[config.mk]
export PLATFORM = sky130hd
export DESIGN_NAME = st_pattern_checker_sink
export DESIGN_NICKNAME = d
export VERILOG_FILES = /design/src/rtl/st_pattern_checker_sink.sv
export SDC_FILE = /design/constraint.sdc
export NUM_CORES = 1
export LEC_CHECK = 0
export CORE_ASPECT_RATIO = 1.25
export CORE_UTILIZATION = 55
export CTS_BUF_LIST = sky130_fd_sc_hd__clkbuf_4 sky130_fd_sc_hd__clkbuf_8
export CTS_CLUSTER_DIAMETER = 120
export DETAILED_ROUTE_END_ITERATION = 8
export PLACE_DENSITY_LB_ADDON = 0.25
export SLEW_MARGIN = 20
export SYNTH_ARGS = -nofsm -noshare
export SYNTH_HDL_FRONTEND = slang
export SYNTH_SLANG_ARGS = --single-unit
[constraint.sdc]
create_clock -name clk -period 6.86 [get_ports clk]
set_input_delay 2.058 -clock clk [delete_from_list [all_inputs] [get_ports clk]]
set_output_delay 2.058 -clock clk [all_outputs]
set_load 0.05 [all_outputs]
[src/rtl/st_pattern_checker_sink.sv]
// st_pattern_checker_sink: Avalon-ST sink with programmable backpressure and incrementing per-lane pattern checker.
// Define ST_SINK_LFSR_BP_EN to drive backpressure from a 16-bit LFSR instead of the periodic phase counter.
module st_pattern_checker_sink #(
  parameter int DATA_WIDTH = 256,
  parameter int LANE_WIDTH = 32,
  parameter int CNT_WIDTH  = 32,
  parameter int BP_PERIOD  = 8,
  localparam int NUM_LANES = DATA_WIDTH / LANE_WIDTH
) (
  input  logic                  clk,
  input  logic                  rst_n,
  input  logic [DATA_WIDTH-1:0] st_data,
  input  logic                  valid,
  output logic                  ready,
  input  logic                  clear,
  input  logic                  bp_en,
  output logic [CNT_WIDTH-1:0]  beat_count,
  output logic [CNT_WIDTH-1:0]  err_count,
  output logic                  err_sticky,
  output logic [CNT_WIDTH-1:0]  first_err_beat,
  output logic [NUM_LANES-1:0]  first_err_mask,
  output logic                  busy
);
  typedef enum logic [1:0] {IDLE, SEED, RUN, FAIL} state_t;
  state_t state, state_nxt;
  logic acc, miss;
  logic s1_v;
  logic [DATA_WIDTH-1:0] s1_data;
  logic [LANE_WIDTH-1:0] s1_base, nb, base_now;
  logic [CNT_WIDTH-1:0]  s1_idx;
  logic [NUM_LANES-1:0]  mask;
  assign acc      = valid & ready;
  assign base_now = (state == IDLE) ? st_data[LANE_WIDTH-1:0] : nb;
  assign miss     = s1_v & (|mask);
  assign busy     = state != IDLE;
  genvar i;
  generate
    for (i = 0; i < NUM_LANES; i++) begin : g_lane
      assign mask[i] = s1_data[i*LANE_WIDTH +: LANE_WIDTH] != s1_base + LANE_WIDTH'(i);
    end
  endgenerate
  always_comb begin
    state_nxt = state;
    if (clear) state_nxt = IDLE;
    else if (state == IDLE) state_nxt = acc ? SEED : IDLE;
    else if (miss) state_nxt = FAIL;
    else if (state == SEED) state_nxt = RUN;
  end
  always_ff @(posedge clk or negedge rst_n)
    if (!rst_n) state <= IDLE;
    else state <= state_nxt;
  always_ff @(posedge clk or negedge rst_n)
    if (!rst_n) begin
      s1_v           <= 1'b0;
      s1_data        <= '0;
      s1_base        <= '0;
      s1_idx         <= '0;
      nb             <= '0;
      beat_count     <= '0;
      err_count      <= '0;
      err_sticky     <= 1'b0;
      first_err_beat <= '0;
      first_err_mask <= '0;
    end else if (clear) begin
      s1_v           <= 1'b0;
      beat_count     <= '0;
      err_count      <= '0;
      err_sticky     <= 1'b0;
      first_err_beat <= '0;
      first_err_mask <= '0;
    end else begin
      s1_v <= acc;
      if (acc) begin
        s1_data    <= st_data;
        s1_base    <= base_now;
        s1_idx     <= beat_count;
        nb         <= base_now + LANE_WIDTH'(NUM_LANES);
        beat_count <= (&beat_count) ? beat_count : beat_count + CNT_WIDTH'(1);
      end
      if (miss) begin
        err_count  <= (&err_count) ? err_count : err_count + CNT_WIDTH'(1);
        err_sticky <= 1'b1;
        if (!err_sticky) begin
          first_err_beat <= s1_idx;
          first_err_mask <= mask;
        end
      end
    end
`ifdef ST_SINK_LFSR_BP_EN
  logic [15:0] lfsr;
  always_ff @(posedge clk or negedge rst_n)
    if (!rst_n) begin
      lfsr  <= 16'hACE1;
      ready <= 1'b0;
    end else begin
      lfsr  <= {lfsr[14:0], lfsr[15] ^ lfsr[13] ^ lfsr[12] ^ lfsr[10]};
      ready <= ~bp_en | (|lfsr[1:0]);
    end
`else
  localparam int PW = $clog2(BP_PERIOD);
  logic [PW-1:0] phase, phase_nxt;
  assign phase_nxt = (phase == PW'(BP_PERIOD - 1)) ? '0 : phase + PW'(1);
  // ready is registered, so it is computed from the phase it will sit alongside
  always_ff @(posedge clk or negedge rst_n)
    if (!rst_n) begin
      phase <= '0;
      ready <= 1'b0;
    end else begin
      phase <= phase_nxt;
      ready <= ~bp_en | (phase_nxt != PW'(BP_PERIOD - 1));
    end
`endif
endmodule

==> results of run 1 <==
## area by class of cell
type	count	area, um^2
fillers	3878	14700
multi-input cells	2472	14000
flip-flops and latches	461	11500
repair buffers	462	4510
clock buffers	116	1480
well taps	637	797
inverters	26	105
clock inverters	10	81.3
diodes	2	5.00
## worst max-delay path: stages, from the launching register on
cell	delay [ps]
dfrtp_1	780
nand4_1	580
nor4_1	1160
buf_4	290
and4_1	170
o211ai_1	70
or4_1	480
or4_1	530
or3_1	430
nor4_4	280
buf_12	230
buf_4	150
nor3_1	50
mux2_1	350
## kinds of logic (layout without fill, tap and decap cells)
group,count (synthesis),in the layout,share of synthesized area [%]
AND/OR/NAND/NOR,1638,1638,28.0
AO/OA/AOI/OAI,376,376,9.02
buffers and inverters,224,614,3.34
XOR/XNOR,382,382,12.7
other,0,2,0
flip-flops,461,461,43.7
adder cells (fa/ha/maj),15,15,0.712
multiplexers,61,61,2.50
## Yosys cell counts, types with 6 or more instances
cell and count:
nor2b_1 27, buf_1 34, o22ai_1 6, mux2i_1 21, mux2_2 15, nand3_1 77, nand4b_1 7, and3_1 22
or4_1 25, a31oi_1 15, or3_1 32, nand2_1 998, o211ai_1 19, and4_1 19, nand2b_1 13, nand4_1 57
mux2_1 25, a21oi_1 86, ha_1 15, buf_2 27, a22o_1 39, xnor2_1 225, clkbuf_1 135, and2_1 25
nor3_1 87, a21o_1 9, o21ai_0 122, a211oi_1 8, nor2_1 155, o31ai_1 19, nor3b_1 12, nor4_1 49
dfrtp_1 461, xor2_1 157, nor4b_1 10, inv_1 25
## per-layer routing
metal / global-route usage [%] / routed length, um / up-vias
met5: 0 / 23 / -
met4: 25.6 / 6440 / 4
met3: 9.53 / 8600 / 336
met2: 67.2 / 46500 / 1208
met1: 48.2 / 37000 / 12200
li1: - / - / 11300
## power by group through the flow
| stage | logic, mW | registers (mW) | clock network [mW] |
|---|---|---|---|
| finish | 3.03 | 3.44 | 2.51 |
| floorplan | 1.95 | 3.29 | 0 |
| detailed placement | 2.93 | 3.47 | 0 |
| global route | 3.23 | 3.46 | 2.67 |
| CTS | 2.96 | 3.43 | 2.55 |
| global placement | 2.89 | 3.46 | 0 |
## metrics by stage
| step | power (mW) | cells | hold WS [ps] | worst slack [ps] | instance area, um^2 |
|---|---|---|---|---|---|
| 5_1_grt | 9.36 | 4186 | 488 | 945 | 32500 |
| 3_3_place_gp | 6.36 | 4058 | 436 | 812 | 31000 |
| 6_report | 8.99 | 4186 | 466 | 1160 | 32500 |
| 3_5_place_dp | 6.40 | 4058 | 453 | 792 | 31000 |
| 4_1_cts | 8.93 | 4184 | 468 | 1380 | 32500 |
| 2_1_floorplan | 5.24 | 3157 | 422 | 1300 | 26400 |
## how the worst min path moves through the flow
stage                  startpoint                  to  slack (ps)
2_1_floorplan  phase[0]$_DFF_PN0_  phase[0]$_DFF_PN0_         420
3_5_place_dp   phase[0]$_DFF_PN0_  phase[0]$_DFF_PN0_         450
6_report       phase[0]$_DFF_PN0_  phase[0]$_DFF_PN0_         470
3_3_place_gp   phase[0]$_DFF_PN0_  phase[0]$_DFF_PN0_         440
4_1_cts        phase[0]$_DFF_PN0_  phase[0]$_DFF_PN0_         470
5_1_grt        phase[0]$_DFF_PN0_  phase[0]$_DFF_PN0_         490
## sequential cells by signal, summed over array words and instances (netlist names)
| register | flops |
|---|---|
| first_err_beat | 32 |
| first_err_mask | 8 |
| s1_v | 1 |
| beat_count | 32 |
| nb | 29 |
| state | 2 |
| s1_base | 32 |
| err_sticky | 1 |
| s1_idx | 32 |
| ready | 1 |
| err_count | 32 |
| phase | 3 |
| s1_data | 256 |
==> run_results.csv, run 1 <==
group,metric,value,unit
synthesis,synth-edff-count,0,
clock_tree,clockRootBuffer,"clkbuf_8",
clock_tree,cts_buffer_depth,3,
route,first_pass_iters,6,
floorplan,num_rows,89,
floorplan,ios,368,
final_layout,final_common_cell,"nand2_1",
setup_path,r2r_start,"s1_base[8]$_DFFE_PN0P_",
clock_tree,insertion_delay,700,ps
final_layout,fin_nets,3774,
flow_run,cap_violations,0,
worst_hold_path,min_path_cells,1,
floorplan,die_x,198,um
floorplan,die_height,247,um
synthesis,ys_types,73,
route,vias_per_cell,5.98,
synthesis,syn_area,26400,um^2
pwr,p_switching,3.39,mW
timing,finClkSkew,33.1,ps
clock_tree,cts_tree,"built",
clock_tree,cts_resized,0,
timing,timing.final.crit_period,5700,ps
timing,setup_viol,0,
final_layout,area_delta_synth_final,23.3,%
timing,post-route-period-util,83.0,%
global_route,grt_usage,40.9,%
setup_path,start_kind,"flip-flop",
synthesis,synth_area_leaders,"dfrtp_1, nand2_1, xnor2_1, xor2_1, o21ai_0",
synthesis,syn_avg_cell_area,8.35,um^2
setup_path,required,7410,ps
synthesis,synth.top_cell.area_share,43.7,%
clock_tree,clk_pin_slew_worst_paths,60,ps
placement,port_buffers,367,
setup_path,startpoint,"s1_base[8]$_DFFE_PN0P_",
synthesis,synth_area_leader_cell,"dfrtp_1",
worst_hold_path,min_path_type,"flip-flop to flip-flop",
run_status,outcome,"finished clean",
synthesis,yosysSeqAreaShare,43.7,%
synthesis,synthFlopType,"dfrtp_1",
pwr,power_frac_seq,38.3,%
placement,gp_congestion,1.06,
timing,slew_headroom,18.7,%
route,drc,0,
route,drtIter0Drc,2212,
route,wirelength,98.5,mm
synthesis,async_flop_share,100,%
clock_tree,h-tree-depth,3,
setup_path,path_class,"flip-flop to flip-flop",
global_route,grt_overflow,0,
setup_path,reg2reg_to,"err_count[29]$_DFFE_PN0P_",
global_route,antenna_found_initial,6,
timing,drv_slew,0,
timing,hold_viol,0,
synthesis,synth_fp_nets,3433,
setup_path,worst-r2r-setup-slack,1160,ps
route,post_drt_wl_per_cell,23.5,um
pwr,pwr_density_cell,276,nW/um^2
synthesis,yosys_warnings,0,
floorplan,dieArea,48800,um^2
clock_tree,holdBufCountCts,0,
setup_path,arrival,6250,ps
route,detail-route-antenna-nets,0,
clock_tree,cts_setup_buffers,0,
pwr,p_leak,14.6,nW
pwr,power.combinational.fraction,33.7,%
clock_tree,numCtsBuffers,75,
setup_path,r2r_cells,13,
global_route,grt_pass1_wl,148,mm
route,num_vias,25000,
timing,rsz0062_at_grt,"no",
pwr,clkPwrFrac,27.9,%
pwr,p_int,5.60,mW
pwr,ir_drop,0.165,mV
final_layout,drive_above_1_share,7.39,%
setup_path,path_max_fanout,33,
global_route,grt_pass1_vias,24800,
pwr,p_sw_share,37.7,%
synthesis,syn_inst,3157,
synthesis,synth_seq_cells,461,
setup_path,end_kind,"flip-flop",
final_layout,layout_common_cells,"nand2_1, dfrtp_1, clkdlybuf4s50_1",
placement,dp_hpwl,70.8,mm
setup_path,worstSetupEndpoint,"err_count[29]$_DFFE_PN0P_",
timing,setup_tns,0,ps
global_route,grt_max_degree,210,
timing,timing.fmax,176,MHz
timing,worst_slew_pin_slew,1210,ps
final_layout,post-route-util,68.9,%
floorplan,initial_core_util,55.9,%
clock_tree,cts_sinks,461,
floorplan,core,47200,um^2
Note: power is estimated with default switching activity, not from simulation.
==> run 2, diff against run 1 <==
==> constraint.sdc (replaced) <==
create_clock -name clk -period 5.6 [get_ports clk]
set_input_delay 1.68 -clock clk [delete_from_list [all_inputs] [get_ports clk]]
set_output_delay 1.68 -clock clk [all_outputs]
set_load 0.05 [all_outputs]
==> run_results.csv, run 2 (synthesis gave the netlist of run 1 again) <==
group,metric,value,unit
timing,setup_tns,0,ps
floorplan,die_x,198,um
floorplan,initial_core_util,55.9,%
timing,hold_viol,0,
worst_hold_path,min_path_type,"flip-flop to flip-flop",
timing,finClkSkew,33.7,ps
final_layout,fin_nets,3817,
clock_tree,clockRootBuffer,"clkbuf_8",
setup_path,slowest_delay,590,ps
final_layout,stdcell_count,4239,
global_route,top_usage_layer,"met2",
timing,timing.fmax,201,MHz
setup_path,path_max_fanout,13,
timing,drv_slew,0,
setup_path,cp_common_cell,"buf_4",
timing,slew_headroom,29.3,%
timing,timing.final.crit_period,4980,ps
floorplan,ios,368,
setup_path,start_kind,"flip-flop",
global_route,grt_pass1_vias,25500,
timing,worst_slew_pin_slew,1060,ps
route,drc,0,
global_route,grt_usage,41.2,%
clock_tree,cts_buffer_depth,3,
clock_tree,h-tree-depth,3,
clock_tree,holdBufCountCts,0,
floorplan,die_height,247,um
pwr,p_leak,14.8,nW
pwr,ir_drop,0.255,mV
final_layout,final_common_cell,"nand2_1",
placement,dp_hpwl,72.5,mm
placement,port_buffers,367,
route,wirelength,100,mm
route,detail-route-antenna-nets,0,
final_layout,largest_register_ffs,256,
route,first_pass_iters,8,
route,vias_per_cell,5.97,
final_layout,drive_above_1_share,8.70,%
setup_path,required,6130,ps
global_route,grt_max_degree,181,
flow_run,cap_violations,0,
timing,setup_viol,0,
run_status,outcome,"finished clean",
setup_path,path_class,"flip-flop to flip-flop",
clock_tree,cts_resized,0,
final_layout,max_flop_register,"s1_data",
clock_tree,cts_setup_buffers,0,
floorplan,num_rows,89,
clock_tree,cts_sinks,461,
global_route,use_met2,67.4,%
clock_tree,insertion_delay,680,ps
global_route,met3_usage,10.8,%
clock_tree,cts_tree,"built",
placement,gp_congestion,1.06,
global_route,grt_pass1_wl,150,mm
route,num_vias,25300,
final_layout,layout_common_cells,"nand2_1, dfrtp_1, clkdlybuf4s50_1",
setup_path,end_kind,"flip-flop",
global_route,grt_util_met1,47.6,%
final_layout,area_delta_synth_final,24.8,%
clock_tree,numCtsBuffers,73,
setup_path,path_delay_family,"simple AND/OR/NAND/NOR gates",
global_route,antenna_found_initial,8,
timing,rsz0062_at_grt,"no",
timing,post-route-period-util,88.9,%
setup_path,crit_slowest_cell,"a21oi_1",
setup_path,cp_cell_sequence,"buf_4, ha_1, a21oi_1, nor2_1, and3_1, a211o_1, or4_1, or3_1, or4_4, nor4_4, buf_4, buf_4, nor4b_1, mux2_1",
floorplan,core,47200,um^2
floorplan,dieArea,48800,um^2
setup_path,arrival,5510,ps
pwr,pwr_density_cell,339,nW/um^2
route,drtIter0Drc,2107,
setup_path,path_buf_inv,3,
final_layout,fin_area,32900,um^2
placement,dpl.cell_count,4103,
placement,placed_cell_area,31300,um^2
final_layout,fillCellCount,3706,
route,post_drt_wl_per_cell,23.6,um
global_route,grt_overflow,0,
clock_tree,clk_pin_slew_worst_paths,70,ps
## run 2: cell count changes in the layout (fill, tap and decap cells not counted), sizes merged
| cell | before | now |
|---|---|---|
| buf | 97 | 142 |
| bufinv | 0 | 2 |
| clkbuf | 116 | 119 |
| clkinv | 4 | 7 |
| diode | 2 | 5 |
| inv | 31 | 28 |
## run 2: final timing paths
kind / cells past startpoint / endpoint / slack [ps] / startpoint
setup / recovery: 14 / err_count[3]$_DFFE_PN0P_ / 620 / s1_base[2]$_DFFE_PN0P_
min in group asynchronous: 1 / s1_data[130]$_DFFE_PN0P_ / 1080 / rst_n
hold / removal: 1 / phase[0]$_DFF_PN0_ / 470 / phase[0]$_DFF_PN0_
setup reg to reg: 14 / err_count[3]$_DFFE_PN0P_ / 620 / s1_base[2]$_DFFE_PN0P_
max in group asynchronous: 2 / nb[13]$_DFFE_PN0P_ / 3360 / rst_n
hold reg to reg: 1 / phase[0]$_DFF_PN0_ / 470 / phase[0]$_DFF_PN0_
## run 2: metrics by stage
step | worst slack (ps) | hold slack (ps) | utilization [%] | total power, mW
after global placement | 315 | 434 | 66.3 | 7.79
after CTS | 707 | 473 | 69.7 | 11.1
after detailed placement | 211 | 465 | 66.3 | 7.86
final | 620 | 466 | 69.7 | 11.2
after global routing | 412 | 487 | 69.7 | 11.6
after floorplan | 422 | 422 | - | 6.42
## run 2: where the power goes
part           switching (mW)  leakage [nW]  internal, mW
logic                    2.26          8.03          1.48
registers               0.474          5.91          3.72
clock network            1.43         0.863          1.78
## run 2: layer usage
metal	vias up	part of all wire [%]	wire, um
met1	12300	37	36800
met4	2	7.0	7010
met2	1229	47	47300
met3	396	8.9	8930
met5	-	0.011	11
li1	11400	-	-
## run 2: area by class of cell
| class | count | area [um^2] | share of cell area [%] |
|---|---|---|---|
| Antenna cell | 5 | 12.5 | 0.0380 |
| Clock buffer | 119 | 1490 | 4.52 |
| Timing Repair Buffer | 507 | 4840 | 14.7 |
| Multi-Input combinational cell | 2472 | 14000 | 42.6 |
| Sequential cell | 461 | 11500 | 35.0 |
| Inverter | 26 | 105 | 0.319 |
| Tap cell | 637 | 797 | 2.42 |
| Clock inverter | 12 | 134 | 0.407 |
